[src/rtl/hazard_ctrl_if.sv]
// ---------------------------------------------------------------------------
// Module  : hazard_ctrl_if
// Brief   : Hazard-controller signal bundle (ID/EX/MEM status in, pipeline controls out).
// Revision: 1.0
// ---------------------------------------------------------------------------
`default_nettype none

interface hazard_ctrl_if;
  logic [4:0]  ID_rs1;
  logic [4:0]  ID_rs2;
  logic        ID_use_rs1;
  logic        ID_use_rs2;
  logic [4:0]  EX_rd;
  logic        EX_MemRead;
  logic        EX_redirect;
  logic        MEM_req;
  logic        MEM_ack;

  logic        PC_pause;
  logic        IF_ID_pause;
  logic        IF_ID_flush;
  logic        ID_EX_pause;
  logic        ID_EX_flush;
  logic        EX_MEM_pause;
  logic        MEM_WB_flush;
  logic        mem_timeout;
  logic [31:0] stall_cycles;

  modport master (
    output ID_rs1, ID_rs2, ID_use_rs1, ID_use_rs2, EX_rd, EX_MemRead,
           EX_redirect, MEM_req, MEM_ack,
    input  PC_pause, IF_ID_pause, IF_ID_flush, ID_EX_pause, ID_EX_flush,
           EX_MEM_pause, MEM_WB_flush, mem_timeout, stall_cycles
  );

  modport slave (
    input  ID_rs1, ID_rs2, ID_use_rs1, ID_use_rs2, EX_rd, EX_MemRead,
           EX_redirect, MEM_req, MEM_ack,
    output PC_pause, IF_ID_pause, IF_ID_flush, ID_EX_pause, ID_EX_flush,
           EX_MEM_pause, MEM_WB_flush, mem_timeout, stall_cycles
  );
endinterface

`default_nettype wire

[src/rtl/hazard_ctrl.sv]
// ---------------------------------------------------------------------------
// Module  : hazard_ctrl
// Brief   : Five-stage pipeline pause/flush controller: memory waits, redirects, load-use.
// Revision: 1.0
// ---------------------------------------------------------------------------
`default_nettype none

module hazard_ctrl #(
  parameter int unsigned MEM_TIMEOUT = 255
) (
  input  wire logic    clk,
  input  wire logic    rst,
  hazard_ctrl_if.slave hz
);

  typedef enum logic [0:0] {
    ST_RUN  = 1'b0,
    ST_WAIT = 1'b1
  } state_t;

  localparam logic [7:0] c_wait_last = 8'(MEM_TIMEOUT - 1);

  state_t      state_q, state_d;
  logic [7:0]  wait_cnt_q, wait_cnt_d;
  logic        mem_timeout_q, mem_timeout_d;
  logic [31:0] stall_cycles_q, stall_cycles_d;

  logic w_lu;
  logic w_timeout;
  logic w_freeze;
  logic w_pc_pause;
  logic w_if_id_pause;
  logic w_if_id_flush;
  logic w_id_ex_pause;
  logic w_id_ex_flush;
  logic w_ex_mem_pause;
  logic w_mem_wb_flush;

  // x0 is hard-wired zero, so a load targeting it never creates a dependency.
  assign w_lu = hz.EX_MemRead && (hz.EX_rd != 5'd0) &&
                ((hz.ID_use_rs1 && (hz.ID_rs1 == hz.EX_rd)) ||
                 (hz.ID_use_rs2 && (hz.ID_rs2 == hz.EX_rd)));

  assign w_timeout = (state_q == ST_WAIT) && !hz.MEM_ack && (wait_cnt_q == c_wait_last);

  assign w_freeze = ((state_q == ST_RUN)  && hz.MEM_req && !hz.MEM_ack) ||
                    ((state_q == ST_WAIT) && !hz.MEM_ack && !w_timeout);

  always_comb begin
    w_pc_pause     = 1'b0;
    w_if_id_pause  = 1'b0;
    w_if_id_flush  = 1'b0;
    w_id_ex_pause  = 1'b0;
    w_id_ex_flush  = 1'b0;
    w_ex_mem_pause = 1'b0;
    w_mem_wb_flush = 1'b0;
    if (rst) begin
      w_if_id_flush  = 1'b1;
      w_id_ex_flush  = 1'b1;
      w_mem_wb_flush = 1'b1;
    end else if (w_freeze) begin
      // Redirect and load-use are held upstream until the memory stage releases.
      w_pc_pause     = 1'b1;
      w_if_id_pause  = 1'b1;
      w_id_ex_pause  = 1'b1;
      w_ex_mem_pause = 1'b1;
      w_mem_wb_flush = 1'b1;
    end else if (hz.EX_redirect) begin
      w_if_id_flush  = 1'b1;
      w_id_ex_flush  = 1'b1;
    end else if (w_lu) begin
      w_pc_pause     = 1'b1;
      w_if_id_pause  = 1'b1;
      w_id_ex_flush  = 1'b1;
    end
  end

  always_comb begin
    state_d        = state_q;
    wait_cnt_d     = wait_cnt_q;
    mem_timeout_d  = mem_timeout_q | w_timeout;
    stall_cycles_d = stall_cycles_q + {31'd0, w_pc_pause};
    case (state_q)
      ST_RUN: begin
        if (hz.MEM_req && !hz.MEM_ack) begin
          state_d    = ST_WAIT;
          wait_cnt_d = 8'd0;
        end
      end
      ST_WAIT: begin
        if (hz.MEM_ack || w_timeout) begin
          state_d    = ST_RUN;
          wait_cnt_d = 8'd0;
        end else begin
          wait_cnt_d = wait_cnt_q + 8'd1;
        end
      end
      default: begin
        state_d    = ST_RUN;
        wait_cnt_d = 8'd0;
      end
    endcase
  end

  always_ff @(posedge clk or posedge rst) begin
    if (rst) begin
      state_q        <= ST_RUN;
      wait_cnt_q     <= 8'd0;
      mem_timeout_q  <= 1'b0;
      stall_cycles_q <= 32'd0;
    end else begin
      state_q        <= state_d;
      wait_cnt_q     <= wait_cnt_d;
      mem_timeout_q  <= mem_timeout_d;
      stall_cycles_q <= stall_cycles_d;
    end
  end

  assign hz.PC_pause     = w_pc_pause;
  assign hz.IF_ID_pause  = w_if_id_pause;
  assign hz.IF_ID_flush  = w_if_id_flush;
  assign hz.ID_EX_pause  = w_id_ex_pause;
  assign hz.ID_EX_flush  = w_id_ex_flush;
  assign hz.EX_MEM_pause = w_ex_mem_pause;
  assign hz.MEM_WB_flush = w_mem_wb_flush;
  assign hz.mem_timeout  = mem_timeout_q;
  assign hz.stall_cycles = stall_cycles_q;

endmodule

`default_nettype wire

[src/flat_wrapper.sv]
// flat-port wrapper written by rule: the top's interface ports become plain ports
module hazard_ctrl_flat 
#(
  parameter int unsigned MEM_TIMEOUT = 255
)
  (clk, rst, hz_ID_rs1, hz_ID_rs2, hz_ID_use_rs1, hz_ID_use_rs2, hz_EX_rd, hz_EX_MemRead, hz_EX_redirect, hz_MEM_req, hz_MEM_ack, hz_PC_pause, hz_IF_ID_pause, hz_IF_ID_flush, hz_ID_EX_pause, hz_ID_EX_flush, hz_EX_MEM_pause, hz_MEM_WB_flush, hz_mem_timeout, hz_stall_cycles);
  hazard_ctrl_if hz_i ();
  input  wire logic clk;
  input  wire logic rst;
  input wire logic [$bits(hz_i.ID_rs1)-1:0] hz_ID_rs1;
  input wire logic [$bits(hz_i.ID_rs2)-1:0] hz_ID_rs2;
  input wire logic [$bits(hz_i.ID_use_rs1)-1:0] hz_ID_use_rs1;
  input wire logic [$bits(hz_i.ID_use_rs2)-1:0] hz_ID_use_rs2;
  input wire logic [$bits(hz_i.EX_rd)-1:0] hz_EX_rd;
  input wire logic [$bits(hz_i.EX_MemRead)-1:0] hz_EX_MemRead;
  input wire logic [$bits(hz_i.EX_redirect)-1:0] hz_EX_redirect;
  input wire logic [$bits(hz_i.MEM_req)-1:0] hz_MEM_req;
  input wire logic [$bits(hz_i.MEM_ack)-1:0] hz_MEM_ack;
  output wire logic [$bits(hz_i.PC_pause)-1:0] hz_PC_pause;
  output wire logic [$bits(hz_i.IF_ID_pause)-1:0] hz_IF_ID_pause;
  output wire logic [$bits(hz_i.IF_ID_flush)-1:0] hz_IF_ID_flush;
  output wire logic [$bits(hz_i.ID_EX_pause)-1:0] hz_ID_EX_pause;
  output wire logic [$bits(hz_i.ID_EX_flush)-1:0] hz_ID_EX_flush;
  output wire logic [$bits(hz_i.EX_MEM_pause)-1:0] hz_EX_MEM_pause;
  output wire logic [$bits(hz_i.MEM_WB_flush)-1:0] hz_MEM_WB_flush;
  output wire logic [$bits(hz_i.mem_timeout)-1:0] hz_mem_timeout;
  output wire logic [$bits(hz_i.stall_cycles)-1:0] hz_stall_cycles;
  assign hz_i.ID_rs1 = hz_ID_rs1;
  assign hz_i.ID_rs2 = hz_ID_rs2;
  assign hz_i.ID_use_rs1 = hz_ID_use_rs1;
  assign hz_i.ID_use_rs2 = hz_ID_use_rs2;
  assign hz_i.EX_rd = hz_EX_rd;
  assign hz_i.EX_MemRead = hz_EX_MemRead;
  assign hz_i.EX_redirect = hz_EX_redirect;
  assign hz_i.MEM_req = hz_MEM_req;
  assign hz_i.MEM_ack = hz_MEM_ack;
  assign hz_PC_pause = hz_i.PC_pause;
  assign hz_IF_ID_pause = hz_i.IF_ID_pause;
  assign hz_IF_ID_flush = hz_i.IF_ID_flush;
  assign hz_ID_EX_pause = hz_i.ID_EX_pause;
  assign hz_ID_EX_flush = hz_i.ID_EX_flush;
  assign hz_EX_MEM_pause = hz_i.EX_MEM_pause;
  assign hz_MEM_WB_flush = hz_i.MEM_WB_flush;
  assign hz_mem_timeout = hz_i.mem_timeout;
  assign hz_stall_cycles = hz_i.stall_cycles;
  hazard_ctrl #(.MEM_TIMEOUT(MEM_TIMEOUT)) u_core (.clk(clk), .rst(rst), .hz(hz_i));
endmodule
[config.mk]
export PLATFORM = sky130hd
export DESIGN_NAME = hazard_ctrl_flat
export DESIGN_NICKNAME = d
export VERILOG_FILES = /design/src/rtl/hazard_ctrl_if.sv /design/src/rtl/hazard_ctrl.sv /design/src/flat_wrapper.sv
export SDC_FILE = /design/constraint.sdc
export NUM_CORES = 1
export LEC_CHECK = 0
export BUFFER_PORTS_ARGS = -buffer_cell sky130_fd_sc_hd__buf_2
export CORE_UTILIZATION = 55
export CTS_CLUSTER_DIAMETER = 150
export DETAILED_ROUTE_END_ITERATION = 8
export GPL_ROUTABILITY_DRIVEN = 0
export MAX_ROUTING_LAYER = met4
export PLACE_DENSITY = 0.83
export SLEW_MARGIN = 5
export SYNTH_ARGS = -nofsm -noshare
export SYNTH_HDL_FRONTEND = slang
export SYNTH_SLANG_ARGS = --single-unit
[constraint.sdc]
create_clock -name clk -period 8.6 [get_ports clk]
set_input_delay 0.86 -clock clk [delete_from_list [all_inputs] [get_ports clk]]
set_output_delay 0.86 -clock clk [all_outputs]
set_load 0.005 [all_outputs]
* Yosys cells after proc, flatten, opt, wreduce, memory -nomap -nowiden
Index checks and enable logic that the tools add are counted.
** Storage, ports and cells
- Output and inout port bits :: 40
- Input port bits :: 23
- Flip-flop bits (word level) :: 42
** Operators by class
- Add/sub/neg operators :: 2
- Reduce and logical (&&, ||, !) cells :: 16
- Equality and inequality tests :: 4
- Muxes and demuxes :: 19
- Bitwise operators :: 2
** Operator list (count)
- 32-bit by 1-bit adder with 32-bit output :: 1
- 8-bit 2-to-1 mux :: 2
- 8-bit one-hot mux with 2 select lines :: 1
- 1-bit 2-to-1 mux :: 15
- 5-bit == test :: 2
- 1-bit logical AND :: 10
- 8-bit by 1-bit adder with 8-bit output, second input constant :: 1
- 8-bit == test, second input constant :: 1
- 5-bit nonzero test :: 1
- 1-bit logical OR :: 3
- 1-bit zero test :: 2
- 2-bit != test, second input constant :: 1
- 1-bit one-hot mux with 2 select lines :: 1
- 1-bit NOT :: 1
- 1-bit OR :: 1

* Logic depth before layout (Yosys ltp)
- Depth after elaboration :: 9
- Mapped depth :: 13
- Mapped depth without buffers :: 12

* Least setup slack after synthesis
Ideal clock, no wire load.
- Kind :: input-to-reg
- Start point :: input port hz_MEM_req
- End point :: register u_core.stall_cycles_q[30], in the netlist u_core.hz.stall_cycles[30]
- Required time :: 8.520 ns
- Stages on the path :: 11
- Slack :: 5.276 ns
- Setup time :: 0.080 ns
- Arrival :: 3.244 ns
- Path through :: nor2_1 a311o_1 nor2_1 o21bai_1 ha_1 ha_1 and4_4 or4b_1 buf_4 nor3_1 xnor2_1
** Between the ends
- Cells in the longest elaborated chain, start to end :: 6
** Ends and longest elaborated chain
- start: declaration :: RTL line flat_wrapper.sv:17 : input wire logic [$bits(hz_i.MEM_req)-1:0] hz_MEM_req;
- 1-bit logical AND (2 in a row) :: RTL line hazard_ctrl.sv:46 : assign w_freeze = ((state_q == ST_RUN) && hz.MEM_req && !hz.MEM_ack) ||
- 1-bit logical OR :: RTL line hazard_ctrl.sv:46
- 1-bit 2-to-1 mux (2 in a row)
- named net hz_IF_ID_pause :: RTL line flat_wrapper.sv:20 : output wire logic [$bits(hz_i.IF_ID_pause)-1:0] hz_IF_ID_pause;
- 32-bit by 1-bit adder with 32-bit output :: RTL line hazard_ctrl.sv:82 : stall_cycles_d = stall_cycles_q + {31'd0, w_pc_pause};
- named net u_core.stall_cycles_d[30] :: RTL line hazard_ctrl.sv:26 : logic [31:0] stall_cycles_q, stall_cycles_d;
- end signal: assignment :: RTL line hazard_ctrl.sv:115 : stall_cycles_q <= stall_cycles_d;
- end: declaration :: RTL line hazard_ctrl.sv:26
The timed path passes the listed nets, and every way through them passes these cells.
A chain may end at the register's enable or synchronous reset.

* Worst setup path after layout
- Start point :: register u_core.wait_cnt_q[0]
- End point :: register u_core.stall_cycles_q[30], in the netlist u_core.hz.stall_cycles[30]
** Between the ends
- Cells in the longest elaborated chain, start to end :: 8
** Ends and longest elaborated chain
- start: declaration :: RTL line hazard_ctrl.sv:24 : logic [7:0] wait_cnt_q, wait_cnt_d;
- start signal: assignment :: RTL line hazard_ctrl.sv:113 : wait_cnt_q <= wait_cnt_d;
- 8-bit == test :: RTL line hazard_ctrl.sv:44 : assign w_timeout = (state_q == ST_WAIT) && !hz.MEM_ack && (wait_cnt_q == c_wait_last);
- 1-bit logical AND :: RTL line hazard_ctrl.sv:44
- 1-bit zero test :: RTL line hazard_ctrl.sv:47 : ((state_q == ST_WAIT) && !hz.MEM_ack && !w_timeout);
- 1-bit logical AND :: RTL line hazard_ctrl.sv:47
- 1-bit logical OR :: RTL line hazard_ctrl.sv:46
- 1-bit 2-to-1 mux :: RTL line hazard_ctrl.sv:61 : end else if (w_freeze) begin
- 1-bit 2-to-1 mux :: RTL line hazard_ctrl.sv:57 : if (rst) begin
- 32-bit by 1-bit adder with 32-bit output :: RTL line hazard_ctrl.sv:82
- named net u_core.stall_cycles_d[30] :: RTL line hazard_ctrl.sv:26
The timed path passes the listed nets, and every way through them passes these cells.

==> impl_metrics.env <==
export IMPL_ctsHoldBuffers=0
export IMPL_dieHeight_um=64.7
export IMPL_cts_resized=0
export IMPL_ys_top_cells_by_area="dfrtp_1 49%, xor2_1 11%, xnor2_1 7.3%"
export IMPL_slowest_stage="or4b_1"
export IMPL_ys_seq_area_share_pct=48.6
export IMPL_maxCapViolCount=0
export IMPL_setup_tns_final_ns=0
export IMPL_vias=1692
export IMPL_hp_start="u_core.hz.stall_cycles[31]"
export IMPL_synth_cell_types=40
export IMPL_path_clk_slew_ns=0.08
export IMPL_hpwl_um=3160
export IMPL_synth_ff_type="dfrtp_1"
export IMPL_syn_avg_cell_area_um2=10.7
export IMPL_yosys_warnings=0
export IMPL_endpoint_kind="register"
export IMPL_core_area_um2=3720
export IMPL_synth_most_common_cell="dfrtp_1"
export IMPL_drc_errors=0
export IMPL_clock_path_buffers=2
export IMPL_period_share_pct=41.9
export IMPL_fin_worst_skew_ns=0.00734
export IMPL_synth_top_cell_by_area="dfrtp_1"
export IMPL_finalCriticalPeriod_ns=3.60
export IMPL_outcome="finished, final reports clean"
export IMPL_crit_top_cell="ha_1"
export IMPL_slew_headroom_pct=49.1
export IMPL_synth_nets=230
export IMPL_holdCritPathClass="register to register"
export IMPL_finalHoldViolCount=0
export IMPL_peakVddDrop_uv=117
export IMPL_crit_type="register to register"
export IMPL_fmax_mhz=278
export IMPL_syn_area_um2=2160
export IMPL_grt_max_degree=44
export IMPL_cp_buffers_inverters=1
export IMPL_ys_seq_elements=42
export IMPL_clock_latency_ns=0.30
export IMPL_vias_per_cell=5.35
export IMPL_cp_slowest_stage_delay_ns=0.67
export IMPL_first_pass_iters=4
export IMPL_overflow=0
export IMPL_setup_viol=0
export IMPL_drt_iter0_drc=73
export IMPL_final_layout_size_suffix_gt1_share_pct=31.7
export IMPL_insertedDiodeCount=0
export IMPL_start_kind="register"
export IMPL_wl_per_cell_um=13.3
export IMPL_grt_usage_pct=23.1
export IMPL_p_leak_nw=1.34
export IMPL_rsz0062_at_grt="false"
export IMPL_cts_sinks=42
export IMPL_cts_buffers=5
export IMPL_slew_viol_final=0
export IMPL_tightestPinTransition_ns=0.756
export IMPL_num_io_pins=63
export IMPL_ant_nets=0
export IMPL_area_growth_pct=20.9
export IMPL_rows=22
export IMPL_grt_first_pass_wirelength_um=7100
export IMPL_nets=294
export IMPL_fp_dieW_um=64.7
export IMPL_post_cts_buffers=0
export IMPL_start_util_pct=58.2
export IMPL_cp_top_family="simple AND/OR/NAND/NOR gates"
export IMPL_cts_tree="yes"
export IMPL_synth_edf_count=0
export IMPL_path_cells="inv_1, ha_1, and3_1, a311o_1, nor2_1, o21bai_1, ha_1, ha_1, and4_4, or4b_1, nor3_1, xnor2_1"
export IMPL_root_buffer="clkbuf_8"
export IMPL_crit_arrival_ns=3.83
export IMPL_crit_fanout=9
export IMPL_yosysTopAreaCellShare_pct=48.6
export IMPL_io_buffers=62
export IMPL_regToRegStartpoint="u_core.wait_cnt_q[0]"
export IMPL_holdWs_ns=0.472
export IMPL_synthTopCellsByCount="42 x dfrtp_1, 27 x xor2_1, 18 x nor2_1, 18 x xnor2_1, 16 x nand2_1"
export IMPL_grt_pass1_vias=1591
export IMPL_async_flop_share_pct=100
export IMPL_finalNonFillerCells=316
export IMPL_critPathRequiredTime_ns=8.82
export IMPL_synthCells=203
export IMPL_htreeDepth=2
export IMPL_die_area_um2=4190
export IMPL_place_inst=308
export IMPL_powerDensity_nw_per_um2=162
export IMPL_antenna_found_initial=0
export IMPL_crit_start="u_core.wait_cnt_q[0]"
export IMPL_totalWireLength_um=4220
==> cell usage in the layout, fill, tap and decap left out, drive strengths merged <==
cell type,n
buf,63
and3,3
dfrtp,42
nor2b,2
or4b,1
and2,1
nand3,10
nand2,16
or4,2
a311o,1
or3,3
a32oi,1
o21ai,5
nor2,18
nor3,8
nor4,5
xor2,27
ha,4
or2,1
o31ai,1
and4,4
clkbuf,5
o211ai,1
nand4,6
a21oi,2
bufinv,1
o2111ai,3
inv,9
a31o,1
clkinv,2
xnor2,19
o21bai,1
==> final cells by class <==
type                    instances  area (um^2)
multi-input cells             146         1040
flip-flops and latches         42         1050
well taps                      48         60.1
fillers                       307         1100
repair buffers                 63          318
clock inverters                 3         40.0
inverters                       9         33.8
clock buffers                   5         68.8
==> flip-flops by register name, summed over array words and instances (netlist names) <==
signal and cells:
u_core.hz.stall_cycles 32, u_core.wait_cnt_q 8, u_core.hz.mem_timeout 1, u_core.state_q 1
==> through the flow <==
stage               instance area, um^2  power (mW)  utilization (%)  setup WS [ns]
floorplan                          2160       0.251                -           5.28
global placement                   2500       0.275             67.4           4.98
detailed placement                 2500       0.276             67.4           4.87
CTS                                2610       0.428             70.3           4.97
global route                       2610       0.445             70.3           4.75
finish                             2610       0.423             70.3           5.00
==> kinds of logic after synthesis <==
logic type / count (synthesis) / share of synthesized area, %
DFF: 42 / 48.6
and+or+nand+nor: 80 / 21.8
adders and majority gates: 4 / 2.31
AOI/OAI and AO/OA: 16 / 5.15
buffers and inverters: 15 / 3.18
xor gates and xnor gates: 46 / 19.0
==> report_power, final <==
part           leakage (nW)  switching (mW)  internal (mW)
Combinational         0.730          0.0226         0.0233
Clock                0.0579          0.0659         0.0854
Sequential            0.550          0.0163          0.210
Total                  1.34           0.105          0.318
==> routing by layer <==
layer,wire length (um),track usage [%],vias up
met4,44,8.06,0
met1,1970,29.1,812
met5,0,-,-
met2,2010,35.5,45
li1,-,-,829
met3,188,6.51,6
==> final timing paths <==
check,depth (start not counted),slack [ns],end
max in group asynchronous,3,7.54,u_core.hz.stall_cycles[10]
hold / removal,1,0.47,u_core.hz.stall_cycles[31]
hold reg to reg,1,0.47,u_core.hz.stall_cycles[31]
setup reg to reg,12,5.00,u_core.hz.stall_cycles[30]
min in group asynchronous,3,0.71,u_core.hz.mem_timeout
setup / recovery,12,5.00,u_core.hz.stall_cycles[30]
Power figures use the tool's default switching activity.
